**src/rtl/ysyx_22041412_csr_ctrl.sv**
```systemverilog
// ysyx_22041412_csr_ctrl
// Issue/sequencing stage between execute and the machine-mode CSR file.
// It takes one CSR, ECALL or MRET instruction at a time and maps the 12-bit
// CSR address onto the CSR file's 4-bit index. It then runs the two-phase
// en/valid_i/ready_o handshake and presents the result to the next stage.
//
// state | meaning
// ------+------------------------------------------------------------------
// IDLE  | in_ready=1; an offered instruction is decoded and latched
// REQ   | csr_en=1, waiting for csr_ready; abort after TIMEOUT cycles
// ACK   | csr_en=1, csr_valid=1 for one cycle; CSR file commits, rdata captured
// DONE  | out_valid=1, results held until out_ready
module ysyx_22041412_csr_ctrl #(
    parameter int TIMEOUT = 16,
    parameter int TO_W    = 5
) (
    input  logic        clk,
    input  logic        rst_n,

    input  logic        in_valid,
    output logic        in_ready,
    input  logic [63:0] in_pc,
    input  logic [2:0]  in_func3,
    input  logic [11:0] in_csr,
    input  logic [63:0] in_rs1,
    input  logic [4:0]  in_zimm,
    input  logic        in_ecall,
    input  logic        in_mret,

    output logic        csr_en,
    output logic [63:0] csr_pc,
    output logic [3:0]  csr_addr,
    output logic [2:0]  csr_func3,
    output logic [63:0] csr_wdata,
    output logic        csr_valid,
    input  logic [63:0] csr_rdata,
    input  logic        csr_ready,

    output logic        out_valid,
    input  logic        out_ready,
    output logic [63:0] out_rdata,
    output logic        out_redir,
    output logic [63:0] out_redir_pc,
    output logic        out_illegal,
    output logic        out_timeout
);

    typedef enum logic [1:0] {
        ST_IDLE = 2'd0,
        ST_REQ  = 2'd1,
        ST_ACK  = 2'd2,
        ST_DONE = 2'd3
    } state_t;

    // Pseudo-CSR indices the CSR file uses for trap entry and trap return.
    localparam logic [3:0]      IDX_ECALL = 4'd10;
    localparam logic [3:0]      IDX_MRET  = 4'd11;
    // The counter is 0 on the first REQ cycle, so TIMEOUT-1 marks the last one.
    localparam logic [TO_W-1:0] CNT_LAST  = TO_W'(TIMEOUT - 1);

    state_t          state;
    state_t          state_nxt;
    logic [TO_W-1:0] cnt;

    // Decoded view of the offered instruction.
    logic [3:0]  dec_idx;
    logic        dec_hit;
    logic        dec_sys;
    logic [3:0]  dec_addr;
    logic [2:0]  dec_func3;
    logic [63:0] dec_wdata;
    logic        dec_illegal;

    // Latched request.
    logic [63:0] req_pc;
    logic [3:0]  req_addr;
    logic [2:0]  req_func3;
    logic [63:0] req_wdata;
    logic        req_sys;

    // Result registers.
    logic [63:0] res_rdata;
    logic        res_redir;
    logic [63:0] res_redir_pc;
    logic        res_illegal;
    logic        res_timeout;

    logic        accept;
    logic        req_expired;
    logic        release_out;

    // CSR address map: only the machine-mode trap CSRs exist in the CSR file.
    always_comb begin
        dec_idx = 4'd0;
        dec_hit = 1'b1;
        case (in_csr)
            12'h300: dec_idx = 4'd1;
            12'h304: dec_idx = 4'd2;
            12'h305: dec_idx = 4'd3;
            12'h341: dec_idx = 4'd4;
            12'h342: dec_idx = 4'd5;
            12'h344: dec_idx = 4'd6;
            default: dec_hit = 1'b0;
        endcase
    end

    // Instruction classification. ECALL wins when both ECALL and MRET are flagged.
    always_comb begin
        dec_sys     = in_ecall | in_mret;
        dec_addr    = in_ecall ? IDX_ECALL : (in_mret ? IDX_MRET : dec_idx);
        dec_func3   = dec_sys ? 3'b000 : in_func3;
        dec_wdata   = in_func3[2] ? {59'd0, in_zimm} : in_rs1;
        dec_illegal = !dec_sys && ((in_func3 == 3'b000) || !dec_hit);
    end

    assign accept      = (state == ST_IDLE) && in_valid;
    assign req_expired = (state == ST_REQ) && !csr_ready && (cnt == CNT_LAST);
    assign release_out = (state == ST_DONE) && out_ready;

    // State register.
    always_ff @(posedge clk or negedge rst_n) begin
        if (!rst_n) begin
            state <= ST_IDLE;
        end else begin
            state <= state_nxt;
        end
    end

    // Next-state logic.
    always_comb begin
        state_nxt = state;
        case (state)
            ST_IDLE: begin
                if (in_valid) begin
                    state_nxt = dec_illegal ? ST_DONE : ST_REQ;
                end
            end
            ST_REQ: begin
                if (csr_ready) begin
                    state_nxt = ST_ACK;
                end else if (cnt == CNT_LAST) begin
                    state_nxt = ST_DONE;
                end
            end
            ST_ACK: begin
                state_nxt = ST_DONE;
            end
            ST_DONE: begin
                if (out_ready) begin
                    state_nxt = ST_IDLE;
                end
            end
            default: begin
                state_nxt = ST_IDLE;
            end
        endcase
    end

    // Handshake outputs decoded from the current state.
    always_comb begin
        in_ready  = 1'b0;
        csr_en    = 1'b0;
        csr_valid = 1'b0;
        out_valid = 1'b0;
        case (state)
            ST_IDLE: in_ready = 1'b1;
            ST_REQ:  csr_en   = 1'b1;
            ST_ACK: begin
                csr_en    = 1'b1;
                csr_valid = 1'b1;
            end
            ST_DONE: out_valid = 1'b1;
            default: in_ready  = 1'b0;
        endcase
    end

    // REQ cycle counter; it stays at its final value until the result is released.
    always_ff @(posedge clk or negedge rst_n) begin
        if (!rst_n) begin
            cnt <= '0;
        end else if (state == ST_REQ) begin
            cnt <= cnt + TO_W'(1);
        end else if (release_out) begin
            cnt <= '0;
        end
    end

    // Request latch, written only on accept so the CSR file sees stable fields.
    always_ff @(posedge clk or negedge rst_n) begin
        if (!rst_n) begin
            req_pc    <= 64'd0;
            req_addr  <= 4'd0;
            req_func3 <= 3'd0;
            req_wdata <= 64'd0;
            req_sys   <= 1'b0;
        end else if (accept) begin
            req_pc    <= in_pc;
            req_addr  <= dec_addr;
            req_func3 <= dec_func3;
            req_wdata <= dec_wdata;
            req_sys   <= dec_sys;
        end
    end

    // Result capture; cleared on accept so each instruction starts from zero.
    always_ff @(posedge clk or negedge rst_n) begin
        if (!rst_n) begin
            res_rdata    <= 64'd0;
            res_redir    <= 1'b0;
            res_redir_pc <= 64'd0;
            res_illegal  <= 1'b0;
            res_timeout  <= 1'b0;
        end else if (accept) begin
            res_rdata    <= 64'd0;
            res_redir    <= 1'b0;
            res_redir_pc <= 64'd0;
            res_illegal  <= dec_illegal;
            res_timeout  <= 1'b0;
        end else if (state == ST_ACK) begin
            // Trap entry/return reads back mtvec/mepc as the redirect target.
            res_rdata    <= req_sys ? 64'd0 : csr_rdata;
            res_redir    <= req_sys;
            res_redir_pc <= req_sys ? csr_rdata : 64'd0;
        end else if (req_expired) begin
            res_timeout  <= 1'b1;
        end
    end

    assign csr_pc       = req_pc;
    assign csr_addr     = req_addr;
    assign csr_func3    = req_func3;
    assign csr_wdata    = req_wdata;

    assign out_rdata    = res_rdata;
    assign out_redir    = res_redir;
    assign out_redir_pc = res_redir_pc;
    assign out_illegal  = res_illegal;
    assign out_timeout  = res_timeout;

endmodule

```
**config.mk**
```make
export PLATFORM = sky130hd
export DESIGN_NAME = ysyx_22041412_csr_ctrl
export DESIGN_NICKNAME = d
export VERILOG_FILES = /design/src/rtl/ysyx_22041412_csr_ctrl.sv
export SDC_FILE = /design/constraint.sdc
export NUM_CORES = 1
export LEC_CHECK = 0
export ABC_AREA = 1
export ABC_CLOCK_PERIOD_IN_PS = 2200
export CORE_AREA = 10 10 183 185
export CTS_CLUSTER_DIAMETER = 60
export CTS_CLUSTER_SIZE = 16
export DETAILED_ROUTE_END_ITERATION = 8
export DIE_AREA = 0 0 193 195
export DONT_BUFFER_PORTS = 1
export GPL_TIMING_DRIVEN = 1
export HOLD_SLACK_MARGIN = 0.03
export PLACE_DENSITY = 0.49
export SLEW_MARGIN = 20
export SYNTH_ARGS = -nofsm -noshare
export SYNTH_HDL_FRONTEND = slang
export SYNTH_SLANG_ARGS = --single-unit
export TNS_END_PERCENT = 30
```
**constraint.sdc**
```tcl
create_clock -name clk -period 2.2 [get_ports clk]
set_input_delay 0.22 -clock clk [delete_from_list [all_inputs] [get_ports clk]]
set_output_delay 0.22 -clock clk [all_outputs]
set_load 0.02 [all_outputs]
```
==> results of run 1 <==
## layer usage
metal | vias up | track usage, % | wire length (um)
li1 | 4136 | - | -
met1 | 4336 | 23.2 | 14700
met2 | 370 | 32.5 | 19200
met3 | 73 | 7.79 | 4340
met4 | 0 | 5.90 | 1170
met5 | - | 0 | 0
## path summary, 6_finish.rpt
| kind | end | slack (ps) | cells after the start | startpoint |
|---|---|---|---|---|
| min in group clk | out_illegal | 190 | 6 | in_csr[6] |
| setup / recovery | out_rdata[23] | 200 | 7 | state[0] |
| hold / removal | out_redir_pc[44] | -630 | 0 | rst_n |
| setup reg to reg | out_rdata[23] | 200 | 7 | state[0] |
| hold reg to reg | cnt[0] | 500 | 1 | cnt[0] |
| max in group asynchronous | csr_pc[53] | 2340 | 0 | rst_n |
## where the power goes
part / internal, mW / switching [mW]
combinational: 2.49 / 3.59
clock: 2.92 / 2.09
sequential: 7.18 / 4.81
total: 12.6 / 10.5
## cell families after synthesis
logic type / count (synthesis) / share of synthesized area (%)
flops: 273 / 58.7
buf+inv: 289 / 10.4
fa+ha+maj: 7 / 0.752
compound gates: 218 / 16.9
xor+xnor: 1 / 0.0752
simple gates: 401 / 13.2
## metrics by stage
step	power, mW	utilization (%)	setup slack (ps)	hold slack (ps)
final	23.1	50.3	204	-629
after global routing	24.5	50.3	67.4	-659
after CTS	23.3	50.2	18.1	-648
after detailed placement	17.8	39.9	11.3	-65.6
after global placement	17.7	39.9	70.2	-66.8
after floorplan	15.8	-	318	-75.6
## flip-flops by register name, indices dropped and copies added (netlist names)
signal and flops:
out_rdata 64, cnt 5, out_redir 1, out_illegal 1, csr_pc 64, csr_wdata 64, out_redir_pc 64, csr_func3 3
csr_addr 4, state 2, out_timeout 1
## Yosys cell counts
cell	count	area share, %
o22ai_2	64	6.9
a31oi_1	1	0.054
nand3_1	20	0.86
o22ai_1	3	0.16
nand2_1	354	11
o32ai_2	26	3.6
clkbuf_1	28	0.90
a21oi_1	15	0.64
o21bai_1	1	0.064
buf_2	30	1.3
or2_1	1	0.054
nor2_1	24	0.77
xor2_1	1	0.075
buf_6	10	0.97
inv_1	217	7.0
ha_1	7	0.75
dfrtp_1	273	59
clkbuf_2	1	0.043
inv_2	1	0.032
nand4_1	1	0.054
nand2_2	1	0.054
buf_4	2	0.13
o41ai_1	1	0.075
o32ai_1	26	2.0
o21ai_0	81	3.5
## area by class of cell
| class | count | area, um^2 | share of cell area [%] |
|---|---|---|---|
| repair buffers | 230 | 2360 | 15.6 |
| multi-input cells | 628 | 3640 | 24.1 |
| well taps | 396 | 495 | 3.28 |
| diodes | 1 | 2.50 | 0.0166 |
| flip-flops and latches | 273 | 6830 | 45.2 |
| clock buffers | 30 | 697 | 4.61 |
| clock inverters | 17 | 269 | 1.78 |
| inverters | 218 | 821 | 5.43 |
## worst max-delay path, stage by stage (launching register included)
cell	delay [ps]
dfrtp_1	380
inv_1	120
ha_1	290
nand2_8	100
inv_4	130
or2_4	330
buf_12	320
o32ai_1	130
## repair_timing
| item | 4_1_cts | 5_1_grt |
|---|---|---|
| endpoints found under the setup margin | 1 | 79 |
| buffers inserted | 0 | 0 |
| endpoints found under the hold margin | 544 | 273 |
| gates resized for setup | 1 | 0 |
| gates cloned | 0 | 2 |
==> qor.txt, run 1 <==
Netlist Area Pre-Place -> 11,600 um^2
placed cells -> 1,531
final std cell area, no fill -> 15,100 um^2
maximum clock rate -> 0.501 GHz
die width -> 193 um
critical path class -> flop to flop
Finished Layout Cells -> 1,793
worst-path fanout max -> 49
post-synthesis register bit count -> 273
vias in the first global route -> 9,524
port bufs -> 0
Worst EP required -> 2580 ps
total of max-cap violations -> 0
worst path arrival time -> 2380 ps
unrepaired setup endpoints after global routing -> false
clk sinks -> 273
CTS root buf -> clkbuf_16
iteration-0 DRC count of the detailed router -> 650
antenna viol nets, final -> 0
grt total ovfl -> 0
clock tree buffer depth -> 3
detailed-route via count -> 8,915
CTS clock-pin slew for the worst setup and hold paths -> 70 ps
routed length per instance -> 22.0 um
post-detail-place hpwl -> 26,200 um
P per Cell Area -> 1530 nW/um^2
DIE AREA -> 37,600 um^2
Final period util -> 90.7%
endpoints failing setup -> 0
worst hold slack -> -629 ps
leakage power -> 7.14 nW
startpoint types -> flop
syn avg cell area -> 9.79 um^2
H-tree levels -> 1
RePlAce Congestion -> 0.820
I/O pin cnt -> 489
syn nets -> 1,415
Slew Limit Headroom -> 44.1%
placed standard-cell area -> 12,000 um^2
post-synth cell types -> 25
Rows -> 64
most frequent cells in the layout -> 353 x nand2_1, 273 x dfrtp_1, 216 x inv_1, 212 x dlygate4sd3_1, 81 x o21ai_0
first-pass GRT wire length -> 59,000 um
DRC -> 0
worst clock skew -> 29.7 ps
total number of yosys warnings -> 0
# fillers -> 2,718
largest net degree at the start of global routing -> 274
failing checks -> hold timing
setup_tns -> 0 ps
Cells after Synth -> 1,189
post-synthesis sequential area ratio -> 58.7%
layout cells sized above 1 -> 11.4%
Least-Margin Pin Slew -> 839 ps
worst min path class -> input port to asynchronous set/reset pin
Worst Setup End Kind -> flop
initial antenna violation count -> 1
Clock Latency Late Sink -> 540 ps
height of the die -> 195 um
DR vias/cell -> 4.97
Initial Utilization -> 38.8%
Layout Nets -> 1,604
Syn-to-layout area delta -> 29.8%
most common cell after layout, fill and taps aside -> nand2_1
overall routing resource usage -> 19.7%
maximum VDD drop -> 0.753 mV
cts bufs inserted -> 27
final hold vios -> 273
post-layout min period -> 2000 ps
hold-fix buffers at CTS -> 212
final slew viol count -> 0
TritonCTS clock tree -> built
outcome -> complete, but fails checks
Core Box Area -> 30,000 um^2
routed wire length -> 39,500 um
1st-pass router iterations -> 5
Power figures use the tool's default switching activity.
==> inputs of run 2 (changes only) <==
--- a/config.mk
+++ b/config.mk
@@ -6,7 +6,7 @@
 export NUM_CORES = 1
 export LEC_CHECK = 0
 export ABC_AREA = 1
-export ABC_CLOCK_PERIOD_IN_PS = 2200
+export ABC_CLOCK_PERIOD_IN_PS = 2300
 export CORE_AREA = 10 10 183 185
 export CTS_CLUSTER_DIAMETER = 60
 export CTS_CLUSTER_SIZE = 16
==> constraint.sdc (replaced) <==
create_clock -name clk -period 2.3 [get_ports clk]
set_input_delay 0.23 -clock clk [delete_from_list [all_inputs] [get_ports clk]]
set_output_delay 0.23 -clock clk [all_outputs]
set_load 0.02 [all_outputs]
==> qor.txt, run 2 (synthesized netlist as in run 1, its figures left out) <==
outcome -> complete, but fails checks
failing checks -> hold timing
vias in the first global route -> 9,632 (+1.1%)
placed standard-cell area -> 12,000 um^2 (about the same)
critical path class -> flop to flop
I/O pin cnt -> 489 (unchanged)
routed length per instance -> 21.7 um (-1.6%)
Rows -> 64 (unchanged)
Final period util -> 86.8% (-4.0 points)
clock share of power -> 22.7% (+1.0 points)
setup_tns -> 0 ps (unchanged)
leakage power -> 7.15 nW (+0.22%)
detailed-route via count -> 8,833 (-0.92%)
antenna viol nets, final -> 0 (unchanged)
Worst Setup End Kind -> flop
DR vias/cell -> 4.92 (-1.1%)
worst min path class -> input port to asynchronous set/reset pin
placed cells -> 1,532 (+0.065%)
worst clock skew -> 8.65 ps (-21.1 ps)
worst hold slack -> -610 ps (+18.5 ps)
first-pass GRT wire length -> 59,400 um (+0.62%)
Syn-to-layout area delta -> 30.0%
DRC -> 0 (unchanged)
hold-fix buffers at CTS -> 213 (+0.47%)
CTS clock-pin slew for the worst setup and hold paths -> 70 ps (about the same)
P per Cell Area -> 1470 nW/um^2 (-3.7%)
final hold vios -> 273 (unchanged)
# Post-CTS Setup Buffers -> 0 (unchanged)
endpoints failing setup -> 0 (unchanged)
switching power -> 10.0 mW (-4.1%)
# fillers -> 2,665 (-1.9%)
post-detail-place hpwl -> 26,400 um (+0.96%)
height of the die -> 195 um (unchanged)
maximum clock rate -> 0.501 GHz (about the same)
Initial Utilization -> 38.8% (unchanged)
worst-path fanout max -> 54 (+10%)
die width -> 193 um (unchanged)
most frequent cells in the layout -> 353 x nand2_1, 273 x dfrtp_1, 216 x inv_1, 213 x dlygate4sd3_1, 81 x o21ai_0
1st-pass router iterations -> 4 (-1)
Least-Margin Pin Slew -> 874 ps (+35.7 ps)
DIE AREA -> 37,600 um^2 (unchanged)
post-layout min period -> 2000 ps (-0.809 ps)
Finished Layout Cells -> 1,796 (+0.17%)
layout cells sized above 1 -> 11.5% (+0.13 points)
total of max-cap violations -> 0 (unchanged)
Switching Share -> 45.1% (-0.28 points)
RePlAce Congestion -> 0.890 (+8.6%)
FF/Latch Area -> 6830 um^2 (unchanged)
initial antenna violation count -> 3 (+2)
Worst EP required -> 2690 ps (+110 ps)
iteration-0 DRC count of the detailed router -> 478 (-26%)
Clock Latency Late Sink -> 540 ps (about the same)
startpoint types -> flop
maximum VDD drop -> 0.737 mV (-2.1%)
final slew viol count -> 0 (unchanged)
worst path arrival time -> 2380 ps (about the same)
Power Total -> 22.3 mW (-3.5%)
routed wire length -> 38,900 um (-1.4%)
grt total ovfl -> 0 (unchanged)
Comb power frac -> 25.8% (-0.5 points)
overall routing resource usage -> 19.9% (+0.13 points)
Core Box Area -> 30,000 um^2 (unchanged)
clock tree buffer depth -> 3 (unchanged)
TritonCTS clock tree -> built
Layout Nets -> 1,604 (unchanged)
unrepaired setup endpoints after global routing -> false
area of the multi-input gates -> 3640 um^2 (-0.17%)
final std cell area, no fill -> 15,100 um^2 (+0.13%)
Pint -> 12.2 mW (-3.0%)
clk sinks -> 273 (unchanged)
Slew Limit Headroom -> 41.4% (-2.7 points)
Post-CTS Resized -> 0 (-1)
cts bufs inserted -> 27 (unchanged)
most common cell after layout, fill and taps aside -> nand2_1
CTS root buf -> clkbuf_16
sequential share of power -> 51.5% (-0.5 points)
largest net degree at the start of global routing -> 274 (unchanged)
port bufs -> 0 (unchanged)
H-tree levels -> 1 (unchanged)
-- run 2: metal layers --
layer	up-vias	global-route usage [%]	share of wire [%]
met4	2	6.81	3.2
met3	77	8.16	11
met5	-	0	0.033
met1	4275	22.7	37
li1	4127	-	-
met2	352	32.9	49
-- run 2: worst paths after layout --
check                          start                to  slack (ps)  cells past startpoint
max                         state[0]     out_rdata[22]         300                      6
min                            rst_n  out_redir_pc[52]        -610                      0
max reg2reg                 state[0]     out_rdata[22]         300                      6
min reg2reg                   cnt[0]            cnt[0]         520                      1
max in group asynchronous      rst_n   out_redir_pc[4]        2430                      0
min in group clk           in_csr[1]       csr_addr[0]          60                      4
-- run 2: cell type report --
class	count	area share (%)
diodes	2	0.0331
clock buffers	32	4.85
clock inverters	17	1.87
inverters	218	5.42
multi-input cells	627	24.0
flip-flops and latches	273	45.1
well taps	396	3.27
repair buffers	231	15.4
-- run 2: power groups by stage --
| stage | Sequential, mW | Combinational (mW) | Clock, mW |
|---|---|---|---|
| after detailed placement | 11.6 | 5.45 | 0 |
| after global placement | 11.6 | 5.29 | 0 |
| after floorplan | 10.5 | 4.55 | 0 |
| final | 11.5 | 5.74 | 5.05 |
| after global routing | 11.7 | 6.49 | 5.38 |
| after CTS | 11.5 | 5.76 | 5.17 |
-- run 2: per-stage QoR --
stage               utilization (%)  setup slack [ps]
floorplan                         -               418
finish                         50.4               305
global placement               39.9               409
global route                   50.4               131
CTS                            50.4               327
detailed placement             39.9               344
-- run 2: critical path: stages, from the launching register on --
cell and delay (ps):
dfrtp_1 420, inv_1 140, ha_1 290, nand2_8 90, inv_4 130, buf_4 560, o32ai_1 170
==> inputs of run 3 (changes only) <==
--- a/config.mk
+++ b/config.mk
@@ -7,15 +7,15 @@
 export LEC_CHECK = 0
 export ABC_AREA = 1
 export ABC_CLOCK_PERIOD_IN_PS = 2300
-export CORE_AREA = 10 10 183 185
+export CORE_AREA = 2 2 191 193
 export CTS_CLUSTER_DIAMETER = 60
-export CTS_CLUSTER_SIZE = 16
+export CTS_CLUSTER_SIZE = 25
 export DETAILED_ROUTE_END_ITERATION = 8
 export DIE_AREA = 0 0 193 195
 export DONT_BUFFER_PORTS = 1
 export GPL_TIMING_DRIVEN = 1
 export HOLD_SLACK_MARGIN = 0.03
-export PLACE_DENSITY = 0.49
+export PLACE_DENSITY = 0.43
 export SLEW_MARGIN = 20
 export SYNTH_ARGS = -nofsm -noshare
 export SYNTH_HDL_FRONTEND = slang
==> qor.txt, run 3 (synthesized netlist as in run 1, its figures left out) <==
outcome -> complete, but fails checks
failing checks -> hold timing
Comb power frac -> 26.0% (+0.2 points)
1st-pass router iterations -> 5 (+1)
Switching Share -> 45.9% (+0.79 points)
worst reg2reg path depth -> 8 (+2)
CTS clock-pin slew for the worst setup and hold paths -> 70 ps (about the same)
worst-path fanout max -> 42 (-22%)
startpoint types -> flop
leakage power -> 7.16 nW (about the same)
worst clock skew -> 9.98 ps (+1.33 ps)
worst min path class -> input port to asynchronous set/reset pin
initial antenna violation count -> 1 (-2)
Worst EP required -> 2700 ps (about the same)
switching power -> 10.1 mW (+0.35%)
clock tree buffer depth -> 3 (unchanged)
post-detail-place hpwl -> 23,400 um (-12%)
endpoints failing setup -> 0 (unchanged)
first-pass GRT wire length -> 53,500 um (-9.9%)
I/O pin cnt -> 489 (unchanged)
hold-fix buffers at CTS -> 210 (-1.4%)
setup_tns -> 0 ps (unchanged)
largest net degree at the start of global routing -> 274 (unchanged)
worst flop-to-flop path startpoint -> state[0]
port bufs -> 0 (unchanged)
WL met1 -> 14,100 um (-1.4%)
overall routing resource usage -> 18.1% (-1.8 points)
Pint -> 11.9 mW (-2.8%)
DR vias/cell -> 4.63 (-5.9%)
DRC -> 0 (unchanged)
Met2 Wirelength -> 16,700 um (-12%)
Core Box Area -> 35,400 um^2 (+18%)
sequential share of power -> 51.6% (about the same)
Top Metal Used -> met4
unrepaired setup endpoints after global routing -> false
H-tree levels -> 1 (unchanged)
most frequent cells in the layout -> 353 x nand2_1, 273 x dfrtp_1, 216 x inv_1, 210 x dlygate4sd3_1, 81 x o21ai_0
final hold vios -> 273 (unchanged)
cts bufs inserted -> 29 (+7.4%)
post-layout min period -> 1990 ps (-4.82 ps)
maximum clock rate -> 0.502 GHz (+0.24%)
Layout Nets -> 1,603 (-0.062%)
FF-to-FF End -> out_rdata[9]
layout cells sized above 1 -> 11.9% (+0.35 points)
final slew viol count -> 0 (unchanged)
Met3 Wirelength -> 3500 um (-21%)
worst hold slack -> -625 ps (-14.6 ps)
grt total ovfl -> 0 (unchanged)
CTS root buf -> clkbuf_16
most common cell after layout, fill and taps aside -> nand2_1
Worst Setup End Kind -> flop
iteration-0 DRC count of the detailed router -> 450 (-5.9%)
maximum VDD drop -> 0.725 mV (-1.6%)
Rows -> 69 (+7.8%)
Reg2Reg Setup Slack -> 310 ps (about the same)
Syn-to-layout area delta -> 30.5%
routed length per instance -> 19.1 um (-12%)
critical path class -> flop to flop
TritonCTS clock tree -> built
Least-Margin Pin Slew -> 873 ps (-0.780 ps)
Slew Limit Headroom -> 41.8% (+0.41 points)
total of max-cap violations -> 0 (unchanged)
Power Total -> 22.0 mW (-1.4%)
DIE AREA -> 37,600 um^2 (unchanged)
routed wire length -> 35,500 um (-8.7%)
Initial Utilization -> 32.9% (-5.9 points)
clock share of power -> 22.4% (-0.3 points)
vias in the first global route -> 9,034 (-6.2%)
worst path arrival time -> 2390 ps (about the same)
clk sinks -> 273 (unchanged)
Final period util -> 86.5% (-0.21 points)
P per Cell Area -> 1440 nW/um^2 (-1.8%)
detailed-route via count -> 8,617 (-2.4%)
die width -> 193 um (unchanged)
antenna viol nets, final -> 0 (unchanged)
height of the die -> 195 um (unchanged)
RePlAce Congestion -> 0.771 (-13%)
Clock Latency Late Sink -> 550 ps (about the same)
# fillers -> 3,430 (+29%)
-- run 3: critical path, cell delays in order, from the launching register on --
cell	delay (ps)
dfrtp_1	410
inv_1	130
ha_1	280
nand2_8	90
inv_4	120
or2_4	160
buf_12	250
buf_12	260
o32ai_1	110
-- run 3: per-layer routing --
| metal | up-vias | global-route usage [%] |
|---|---|---|
| met3 | 66 | 6.04 |
| met5 | - | 0 |
| met2 | 335 | 29.7 |
| li1 | 4137 | - |
| met1 | 4079 | 22.3 |
| met4 | 0 | 6.09 |
-- run 3: cell type report --
type                    count  area, um^2  area share, %
repair buffers            228        2310           15.2
inverters                 218         821           5.40
flip-flops and latches    273        6830           44.9
clock buffers              31         753           4.96
diodes                      1        2.50         0.0165
multi-input cells         627        3640           23.9
well taps                 461         577           3.79
clock inverters            22         265           1.75
-- run 3: how the worst max path moves through the flow --
stage                     to  slack, ps      from  cells past startpoint
3_3_place_gp   out_rdata[24]        350  state[0]                      6
6_report        out_rdata[9]        310  state[0]                      8
5_1_grt         out_rdata[6]        130  state[0]                      6
4_1_cts        out_rdata[28]        250  state[0]                      6
3_5_place_dp   out_rdata[24]        270  state[0]                      6
2_1_floorplan  out_rdata[56]        420  state[0]                      9
-- run 3: per-stage QoR --
stage	setup WS [ps]	hold WS, ps	std cells	instance area, um^2	utilization [%]
after floorplan	418	-65.6	1189	11600	-
after CTS	252	-662	1860	15200	42.9
after global routing	134	-655	1860	15200	42.9
after global placement	347	-59.8	1597	12100	34.1
after detailed placement	274	-59.9	1597	12100	34.1
final	310	-625	1861	15200	42.9
-- run 3: repair_timing --
action,CTS,global route
gates resized for setup,0,0
buffers inserted,0,0
hold endpoints to repair,545,273
-- run 3: power groups by stage --
stage                     Combinational [mW]  Clock, mW  Sequential, mW
after floorplan                         4.55          0            10.5
after global placement                  5.35          0            11.5
after detailed placement                5.49          0            11.4
after CTS                               5.80       5.11            11.4
after global routing                    6.43       5.30            11.6
final                                   5.71       4.92            11.3
